### src/rtl/div_pkg.sv
// Shared types for the iterative signed divider.
// Holds the divider FSM state encoding.
package div_pkg;

  typedef enum logic [1:0] {
    IDLE,
    CALC,
    FIX,
    DONE
  } div_state_t;

endpackage

### src/rtl/div_seq.sv
// div_seq: iterative radix-2 signed divider, truncating toward zero.
// Ports: clk, rst_n, in_valid/in_ready, n, d, out_valid/out_ready, q, r, div_by_zero.
module div_seq
  import div_pkg::*;
#(
  parameter int WIDTH_N = 32,
  parameter int WIDTH_D = 16
) (
  input  logic               clk,
  input  logic               rst_n,
  input  logic               in_valid,
  output logic               in_ready,
  input  logic [WIDTH_N-1:0] n,
  input  logic [WIDTH_D-1:0] d,
  output logic               out_valid,
  input  logic               out_ready,
  output logic [WIDTH_N-1:0] q,
  output logic [WIDTH_D-1:0] r,
  output logic               div_by_zero
);

  localparam int CW = $clog2(WIDTH_N) + 1;

  div_state_t state, state_nx;

  logic [CW-1:0]      cnt;
  logic [WIDTH_N-1:0] an;
  logic [WIDTH_D-1:0] ad;
  logic [WIDTH_D:0]   pr;
  logic               sn;
  logic               sd;
  logic               dz;

  logic [WIDTH_D:0]   sh;
  logic               ge;
  logic               acc;
  logic [WIDTH_N-1:0] qf;
  logic [WIDTH_D-1:0] rf;

  assign in_ready  = (state == IDLE);
  assign out_valid = (state == DONE);
  assign acc       = in_valid && in_ready;

  // an doubles as dividend shifter and quotient collector
  assign sh = {pr[WIDTH_D-1:0], an[WIDTH_N-1]};
  assign ge = (sh >= {1'b0, ad});

  always_ff @(posedge clk or negedge rst_n) begin
    if (!rst_n) state <= IDLE;
    else        state <= state_nx;
  end

  always_comb begin
    state_nx = state;
    unique case (state)
      IDLE: if (acc) state_nx = CALC;
      CALC: if (cnt == '0) state_nx = FIX;
      FIX:  state_nx = DONE;
      DONE: if (out_ready) state_nx = IDLE;
      default: state_nx = IDLE;
    endcase
  end

  always_comb begin
    qf = an;
    rf = pr[WIDTH_D-1:0];
    if (sn ^ sd) qf = -an;
    if (sn)      rf = -pr[WIDTH_D-1:0];
    if (dz) begin
      qf = '1;
      rf = '0;
    end
  end

  always_ff @(posedge clk or negedge rst_n) begin
    if (!rst_n) begin
      cnt         <= '0;
      an          <= '0;
      ad          <= '0;
      pr          <= '0;
      sn          <= 1'b0;
      sd          <= 1'b0;
      dz          <= 1'b0;
      q           <= '0;
      r           <= '0;
      div_by_zero <= 1'b0;
    end else begin
      if (acc) begin
        an  <= n[WIDTH_N-1] ? -n : n;
        ad  <= d[WIDTH_D-1] ? -d : d;
        sn  <= n[WIDTH_N-1];
        sd  <= d[WIDTH_D-1];
        dz  <= (d == '0);
        pr  <= '0;
        cnt <= CW'(WIDTH_N);
      end else if (state == CALC && cnt != '0) begin
        pr  <= ge ? (sh - {1'b0, ad}) : sh;
        an  <= {an[WIDTH_N-2:0], ge};
        cnt <= cnt - 1'b1;
      end
      if (state == FIX) begin
        q           <= qf;
        r           <= rf;
        div_by_zero <= dz;
      end
    end
  end

endmodule

### config.mk
export PLATFORM = sky130hd
export DESIGN_NAME = div_seq
export DESIGN_NICKNAME = d
export VERILOG_FILES = /design/src/rtl/div_pkg.sv /design/src/rtl/div_seq.sv
export SDC_FILE = /design/constraint.sdc
export NUM_CORES = 1
export LEC_CHECK = 0
export ABC_AREA = 1
export CAP_MARGIN = 15
export CORE_MARGIN = 2
export CORE_UTILIZATION = 46
export DETAILED_ROUTE_END_ITERATION = 10
export HOLD_SLACK_MARGIN = 0.02
export PLACE_DENSITY = 0.81
export SLEW_MARGIN = 20
export SYNTH_ARGS = -nofsm -noshare
export SYNTH_HDL_FRONTEND = slang
export SYNTH_SLANG_ARGS = --single-unit
### constraint.sdc
create_clock -name clk -period 1.8 [get_ports clk]
set_clock_uncertainty 0.05 [all_clocks]
set_input_delay 0.27 -clock clk [delete_from_list [all_inputs] [get_ports clk]]
set_output_delay 0.27 -clock clk [all_outputs]
set_load 0.05 [all_outputs]
==> results of run 1 <==
routing by layer:
| layer | global-route usage (%) | up-vias |
|---|---|---|
| met1 | 41.1 | 4689 |
| met3 | 6.01 | 98 |
| met5 | 0 | - |
| li1 | - | 4822 |
| met4 | 10.7 | 0 |
| met2 | 45.1 | 618 |
Yosys cell counts (6+ instances only):
cell type / n / share of area (%)
nor2_1: 124 / 5.3
clkbuf_1: 16 / 0.69
nand4_1: 18 / 1.3
buf_2: 15 / 0.86
o21bai_1: 10 / 0.86
inv_1: 182 / 7.8
nand3_1: 159 / 9.1
or2_2: 12 / 0.86
o21ai_1: 8 / 0.46
nor3_1: 18 / 1.0
a31oi_1: 10 / 0.72
a21oi_1: 43 / 2.5
o221ai_1: 11 / 1.1
ha_1: 26 / 3.7
nand3b_1: 9 / 0.78
o22ai_1: 23 / 1.7
nand2_1: 369 / 16
xor2_1: 11 / 1.1
xnor2_1: 8 / 0.80
dfrtp_1: 124 / 36
o21ai_0: 62 / 3.6
nand2_2: 6 / 0.43
worst max-delay path, stage by stage, from the launching register on:
cell and delay [ns]:
dfrtp_1 0.43, ha_4 0.33, nand2_1 0.09, inv_1 0.11, nand3_1 0.13, a21oi_2 0.19
nor2_4 0.09, buf_12 0.15, nand2_8 0.13, nand2_1 0.07, nand3_1 0.09, nand2_1 0.05
stage by stage:
| step | power, mW | hold slack, ns | std cells | instance area [um2] |
|---|---|---|---|---|
| after detailed placement | 21.8 | 0.165 | 1785 | 11400 |
| final | 28.9 | 0.262 | 1840 | 12800 |
| after CTS | 26.5 | 0.265 | 1826 | 12300 |
| after floorplan | 15.8 | -0.0756 | 1304 | 8840 |
| after global placement | 21.4 | 0.163 | 1785 | 11400 |
| after global routing | 30.7 | 0.301 | 1840 | 12800 |
flip-flops by register name, indices dropped and copies added, names as in the netlist:
name / cells
an: 32
div_by_zero: 1
sn: 1
cnt: 6
pr: 16
state: 2
sd: 1
ad: 16
r: 16
q: 32
dz: 1
layout make-up:
cell class / instances / area share (%)
Multi-Input combinational cell: 955 / 42.3
Sequential cell: 124 / 24.3
Timing Repair Buffer: 310 / 21.1
Inverter: 187 / 5.59
Clock buffer: 19 / 3.46
Tap cell: 234 / 2.29
Clock inverter: 11 / 0.949
cell usage in the layout (no fill, tap or decap), types with 21 or more instances in the layout:
master,n
inv_2,34
clkdlybuf4s50_1,50
nand2_2,39
o21ai_0,56
a21oi_1,36
nand3_1,138
nand2_1,328
dfrtp_1,119
buf_4,237
o22ai_1,21
inv_1,149
nor2_1,105
cell families (layout without fill, tap and decap cells):
logic type | Yosys count | in the layout | synth area share [%]
XOR/XNOR | 20 | 20 | 2.10
AND/OR/NAND/NOR | 727 | 729 | 36.1
flip-flops | 124 | 124 | 35.6
AO/OA/AOI/OAI | 179 | 179 | 12.0
adder cells (fa/ha/maj) | 27 | 27 | 3.97
buffers and inverters | 227 | 527 | 10.2
path summary, 6_finish.rpt:
| kind | from | endpoint | slack, ns | cells past startpoint |
|---|---|---|---|---|
| setup / recovery | pr[13] | pr[5] | -0.23 | 11 |
| hold / removal | rst_n | ad[4] | 0.26 | 2 |
| setup reg to reg | pr[13] | pr[5] | -0.23 | 11 |
| hold reg to reg | q[12] | q[12] | 0.43 | 2 |
| max in group asynchronous | rst_n | pr[4] | 0.81 | 3 |
| min in group clk | q[12] | q[12] | 0.43 | 2 |
power by group:
| part | total, mW | internal (mW) | switching, mW |
|---|---|---|---|
| clock | 3.36 | 2.05 | 1.31 |
| sequential | 5.28 | 4.12 | 1.16 |
| combinational | 20.3 | 8.11 | 12.1 |
| total | 28.9 | 14.3 | 14.6 |
repair_timing:
item                                    CTS  global route
hold buffers                              1             0
setup buffers                             7            14
endpoints found under the setup margin   22            85
resized for setup                        63           125
cloned                                    3             1
endpoints found under the hold margin    23             0
pin swaps                                19            54
==> results.md, run 1 <==
Floorplan:
- Once the floorplan was initialized, standard cells occupied 46.7% of the core.
- The die covers 0.0200 mm2.
- The core area is 0.0186 mm2.
- The die is 142 um wide.
- After floorplanning, the core was divided into 50 placement rows.
- The I/O pin count is 103.
- The floorplan step set the die height to 142 um.

Setup path:
- The startpoint class of the critical path is a register.
- In this run the worst path has a maximum fanout of 8.
- The critical setup path kind is register to register.
- At the worst endpoint, the required time is 2.06 ns.
- The worst setup path is captured at a register.
- Data on the critical path arrives at its endpoint at 2.29 ns.

Layout:
- The number of fill cells is 1,373.
- The net count of the finished layout is 1,674.
- The layout overhead on the synthesized area is 46.9%.
- 0 antenna diodes ended up in the layout.
- In the final layout, flip-flops and latches occupy 0.00311 mm2.
- In the final layout, the multi-input gates occupy 0.00542 mm2.
- The fraction of final layout cells with drive strength greater than 1 is 29.5%.
- The post-route core utilization is 68.6%.

Global route:
- The via count of the first global-routing pass is 9,481.
- The number of antenna violations at the first check in global routing is 0.
- The maximum number of pins on one net before global-route repair is 49.
- Global routing used 29.3% of the available tracks across all layers.
- Global routing finished with a remaining overflow of 0.
- The global-route wire length before repair is 47.1 mm.

Synthesis:
- The count of unique library cells instantiated by Yosys is 44.
- Of all flip-flops after synthesis, the portion carrying an async set or reset was 100%.
- The total nets after synthesis is 1,383.
- The number of flops mapped to enable cells by yosys is 0.
- The sequential share of the synthesized area is 35.6%.
- After technology mapping, the gate count stands at 1,304.
- The most instantiated flip-flop cell in the synthesis netlist is dfrtp_1.
- Yosys printed 0 warnings.
- The mean area per synthesized cell is 6.68 um2.
- The number of storage elements in the synthesis netlist is 124.
- The post-synth design cell area is 0.00871 mm2.

Drt:
- The number of DRC violations after detailed routing is 0.
- The first detailed-routing pass took 6 iterations.
- The wire length per cell after detailed routing is 16.4 um.
- The routed wire length on met2 is 13.7 mm.
- The first routing iteration left 1,073 violations.
- Dividing the detail-routed via count by the number of cells gives 5.56.
- The total wire length is 30.1 mm.
- In this run the remaining antenna-violating nets after routing total 0.
- The uppermost layer routed is met4.
- The total number of vias is 10,227.
- After detailed routing, the wire length on met1 is 12.7 mm.
- The routed design uses 2.73 mm of met3 wire.

Timing:
- Headroom to the max-slew limit came out at 74.6%.
- The total negative slack for setup checks is -3.27 ns.
- Setup repair after global routing could not meet its margin everywhere.
- Setup violations remaining at the end of the flow were counted as 19.
- The top achievable clock speed is 492 MHz.
- At the pin with the least slew margin, the transition time is 0.381 ns.
- The hold violation total from the final report is 0.
- The final count of pins violating max slew was 0.
- Setup slack on the critical path of the routed design comes to -0.232 ns.
- In the finished design, the share of the clock period the worst path needs comes to 113%.
- The minimum period implied by the final worst setup slack is 2.03 ns.

CTS:
- The number of buffers between clock root and the deepest sink is 2.
- In this run, CTS created clock tree buffers numbering 17.
- The clock-pin slew on the worst setup and hold paths is 0.05 ns.
- The sink count of the clock tree is 124.
- The root buffer cell chosen for the clock tree is clkbuf_16.
- The maximum level of the CTS H-tree is 4.
- The TritonCTS clock tree is done.
- For the worst-skew pair, the clock arrives at the later sink with an insertion delay of 0.43 ns.

Place:
- After legalization and detailed placement, the total HPWL measured 21.0 mm.
- The quantity of I/O buffers inserted on ports is 102.
- The setup slack at placement is -0.348 ns.
- The final RePlAce weighted congestion is 0.979.

Status:
- The checks that failed: negative setup slack.
- The run finished, with violations left.

Pwr:
- The leakage component of the power is 6.32 nW.
- Across the VDD grid, the largest voltage drop is 0.00114 V.
- In this run the power density over the cells is 2260 mW/mm2.

Worst hold path:
- The worst hold-check path type is input pin to async pin.

Flow run:
- Across the run, the number of max-cap violations was 0.
No activity file was read; power rests on OpenSTA's default activity.
==> inputs of run 2 (changes only) <==
PLACE_DENSITY = 0.7   (was 0.81)
==> run 2 against run 1 <==
The run still ends with negative setup slack left. Fmax increased by 4.6%. Core utilization increased by 2.2 points. Register-to-register slack improved by 0.09 ns. Setup slack improved by 0.090 ns. Critical endpoint is now pr[2]. Largest power group unchanged.
==> results.md, run 2 (synthesized netlist as in run 1, its figures left out) <==
Status:
- The flow ran to the end, but the final reports show violations.
- The final reports fail on negative setup slack.

CTS:
- TritonCTS built the clock tree.
- The number of buffers inserted during clock tree synthesis came to 17 (unchanged).
- The number of buffers between clock root and the deepest sink is 2 (unchanged).
- The sink count of the clock tree is 124 (unchanged).
- The clock-pin slew on the worst setup and hold paths was 0.06 ns (about the same).
- The maximum level of the CTS H-tree is 4 (unchanged).
- The root buffer cell is clkbuf_16.
- The source-to-sink clock delay at the later pin of the worst-skew pair came to 0.43 ns (about the same).

Setup path:
- The count of buffer and inverter cells on the critical path was 2 (unchanged).
- Walking the worst path, the cells encountered are ha_4 > nand2_4 > inv_2 > nand2_2 > nand2_1 > nand2_2 > nand3_4 > nand3_4 > buf_6 > nand2_8 > nand2_2 > nand3_2 > nand2_2.
- The arrival time of data at the critical path endpoint is 2.21 ns (-0.08 ns).
- The critical path's largest stage delay is 0.45 ns (+0.02 ns).
- The slowest stage cell on the critical path is dfrtp_2.
- The data required time at the worst endpoint was 2.07 ns (about the same).
- The cell repeated most along the worst path is nand2_2.
- The reg2reg setup slack is -0.14 ns (+0.09 ns).
- The maximum net fanout on the critical path was 5 (-3).
- The worst setup path is of the register to register kind.
- The count of cell instances traversed by the critical path is 13 (+2).
- The launch point of the worst path is pr[3].
- STA classifies the critical path startpoint as a register.
- The worst setup path is captured at a register.
- The logic depth of the worst register-to-register path is 13 (+2).
- The worst register-to-register path begins at pr[3].
- The kind of cell with the highest combined delay along the critical path is simple AND/OR/NAND/NOR gates.

Layout:
- The top cell types in the final layout, fill and taps aside, are nand2_1, buf_4, inv_1.
- The count of non-filler cells in the finished layout is 1,873 (+1.8%).
- The largest registers in the layout are an: 32 flops, q: 32 flops.
- The number of fill cells is 1,429 (+4.1%).
- The count of nets after finishing is 1,705 (+1.9%).
- The fraction of final layout cells with drive strength greater than 1 is 32.9% (+3.5 points).
- The most frequent standard cell in the layout excluding fill and tap cells is nand2_1.
- Relative to the synthesized area, the layout overhead comes to 51.7%.
- The total area of multi-input combinational cells is 0.00555 mm2 (+2.5%).
- The sequential cell area is 0.00311 mm2 (unchanged).
- The finished layout cell area is 0.0132 mm2 (+3.2%).
- The final antenna diode count is 0 (unchanged).

Global route:
- The via count of the first global-routing pass is 9,502 (+0.22%).
- The maximum number of pins on one net before global-route repair was 38 (-22%).
- The number of antenna violations at the first check in global routing is 0 (unchanged).
- The layer with the highest usage is met2.
- The total global routing overflow is 0 (unchanged).
- The global-route wire length before repair is 48.1 mm (+2.1%).
- The met2 global-route usage came to 45.2% (+0.18 points).
- The met1 track demand over resource in global routing is 43.4% (+2.3 points).
- The routing usage on met3 is 7.86% (+1.9 points).
- The overall track demand over capacity in global routing is 30.3% (+1.0 points).

Drt:
- The number of detailed-route iterations in the first pass is 5 (-1).
- The total wire length was 30.5 mm (+1.1%).
- The DRC marker count from the first detailed-route iteration was 907 (-15%).
- The detail-routed via count per cell is 5.43 (-2.3%).
- The wire length per cell after detailed routing was 16.3 um (-0.66%).
- The residual antenna-violating net count after detailed routing was 0 (unchanged).
- The total number of vias is 10,171 (-0.55%).
- The number of DRC violations after detailed routing is 0 (unchanged).

Place:
- The final RePlAce weighted congestion is 0.970 (-0.95%).
- The count of placed standard cells including taps is 1,806 (+1.2%).
- The placed wire-length estimate is 21.8 mm (+4.0%).
- The quantity of I/O buffers inserted on ports came to 102 (unchanged).
- The area after detailed placement is 0.0116 mm2 (+1.8%).

Timing:
- Setup repair after global routing could not meet its margin everywhere.
- The top achievable clock speed was 515 MHz (+4.6%).
- The final count of pins violating max slew is 0 (unchanged).
- The worst slew slack as a fraction of its limit came to 63.1% (-11 points).
- The final cycle utilization of the critical path was 108% (-5.0 points).
- The measured slew at the worst slew-check pin is 0.553 ns (+0.172 ns).
- The final count of negative-setup-slack endpoints was 17 (-2).
- The minimum period implied by the final worst setup slack is 1.94 ns (-0.0896 ns).
- The worst setup slack after layout is -0.143 ns (+0.0896 ns).
- The hold violation total from the final report came to 0 (unchanged).

Floorplan:
- The die height was 142 um (unchanged).
- The floorplan die width was 142 um (unchanged).
- The number of core rows is 50 (unchanged).
- The starting utilization of the core area is 46.7% (unchanged).
- The I/O pin count is 103 (unchanged).
- The core area is 0.0186 mm2 (unchanged).
- The area of the die was 0.0200 mm2 (unchanged).

Pwr:
- The power density over the cells is 2270 mW/mm2 (+0.51%).
- The worst IR drop on VDD is 0.00110 V (-3.8%).
- The leakage component of the power is 6.52 nW (+3.2%).

Worst hold path:
- The worst hold-check path type is input pin to async pin.

Flow run:
- The max-cap check violation count was 0 (unchanged).
==> run 2: cell count changes in the layout (fill, tap and decap cells not counted), moves of 8 or more <==
cell,change
buf_4,+27
nand3_2,+9
nand2_1,-17
nand3_1,-8
nand2_2,+13
==> run 2: per-layer routing <==
metal | share of wire [%] | routed length, um
met4 | 3.0 | 925
met2 | 44 | 13300
met3 | 9.0 | 2750
met5 | 0 | 0
met1 | 44 | 13500
==> run 2: final timing paths <==
check / endpoint
min in group clk: r[2]
min: r[7]
max in group asynchronous: q[30]
max: pr[2]
max reg2reg: pr[2]
min reg2reg: r[2]
==> run 2: power breakdown <==
group	total, mW	internal (mW)	switching [mW]
Sequential	5.23	4.12	1.11
Clock	3.55	2.18	1.36
Combinational	21.2	8.66	12.5
==> run 2: final cells by class <==
class | count | share of cell area, %
multi-input combinational | 955 | 42.0
sequential | 124 | 23.5
timing repair buffer | 341 | 22.3
inverter | 187 | 5.40
clock buffer | 19 | 3.28
tap | 234 | 2.22
clock inverter | 13 | 1.24
==> run 2: worst register-to-register path, stage by stage (launching register included) <==
cell     delay [ns]
dfrtp_2        0.45
ha_4           0.33
nand2_4        0.08
inv_2          0.05
nand2_2        0.06
nand2_1        0.07
nand2_2        0.09
nand3_4        0.09
nand3_4        0.11
buf_6          0.16
nand2_8        0.10
nand2_2        0.07
nand3_2        0.06
nand2_2        0.06
==> run 2: timing repair <==
action                                 in CTS  in global routing
setup buffers                              16                 16
gates resized for setup                    91                129
hold buffers                                1                  0
pin swaps                                  26                 62
setup endpoints to repair                  20                 81
cloned                                      4                  0
endpoints found under the hold margin      25                  0
==> run 2: per-stage QoR <==
| stage | hold slack [ns] | utilization, % | power (mW) | TNS (ns) | setup slack, ns |
|---|---|---|---|---|---|
| after global routing | 0.357 | 70.8 | 32.0 | -3.60 | -0.219 |
| after CTS | 0.337 | 68.2 | 27.5 | -1.17 | -0.108 |
| after global placement | 0.240 | 62.1 | 21.9 | -6.53 | -0.336 |
| after floorplan | -0.0756 | - | 15.8 | -0.121 | -0.0121 |
| final | 0.321 | 70.8 | 30.0 | -2.13 | -0.143 |
| after detailed placement | 0.242 | 62.1 | 22.1 | -7.61 | -0.313 |
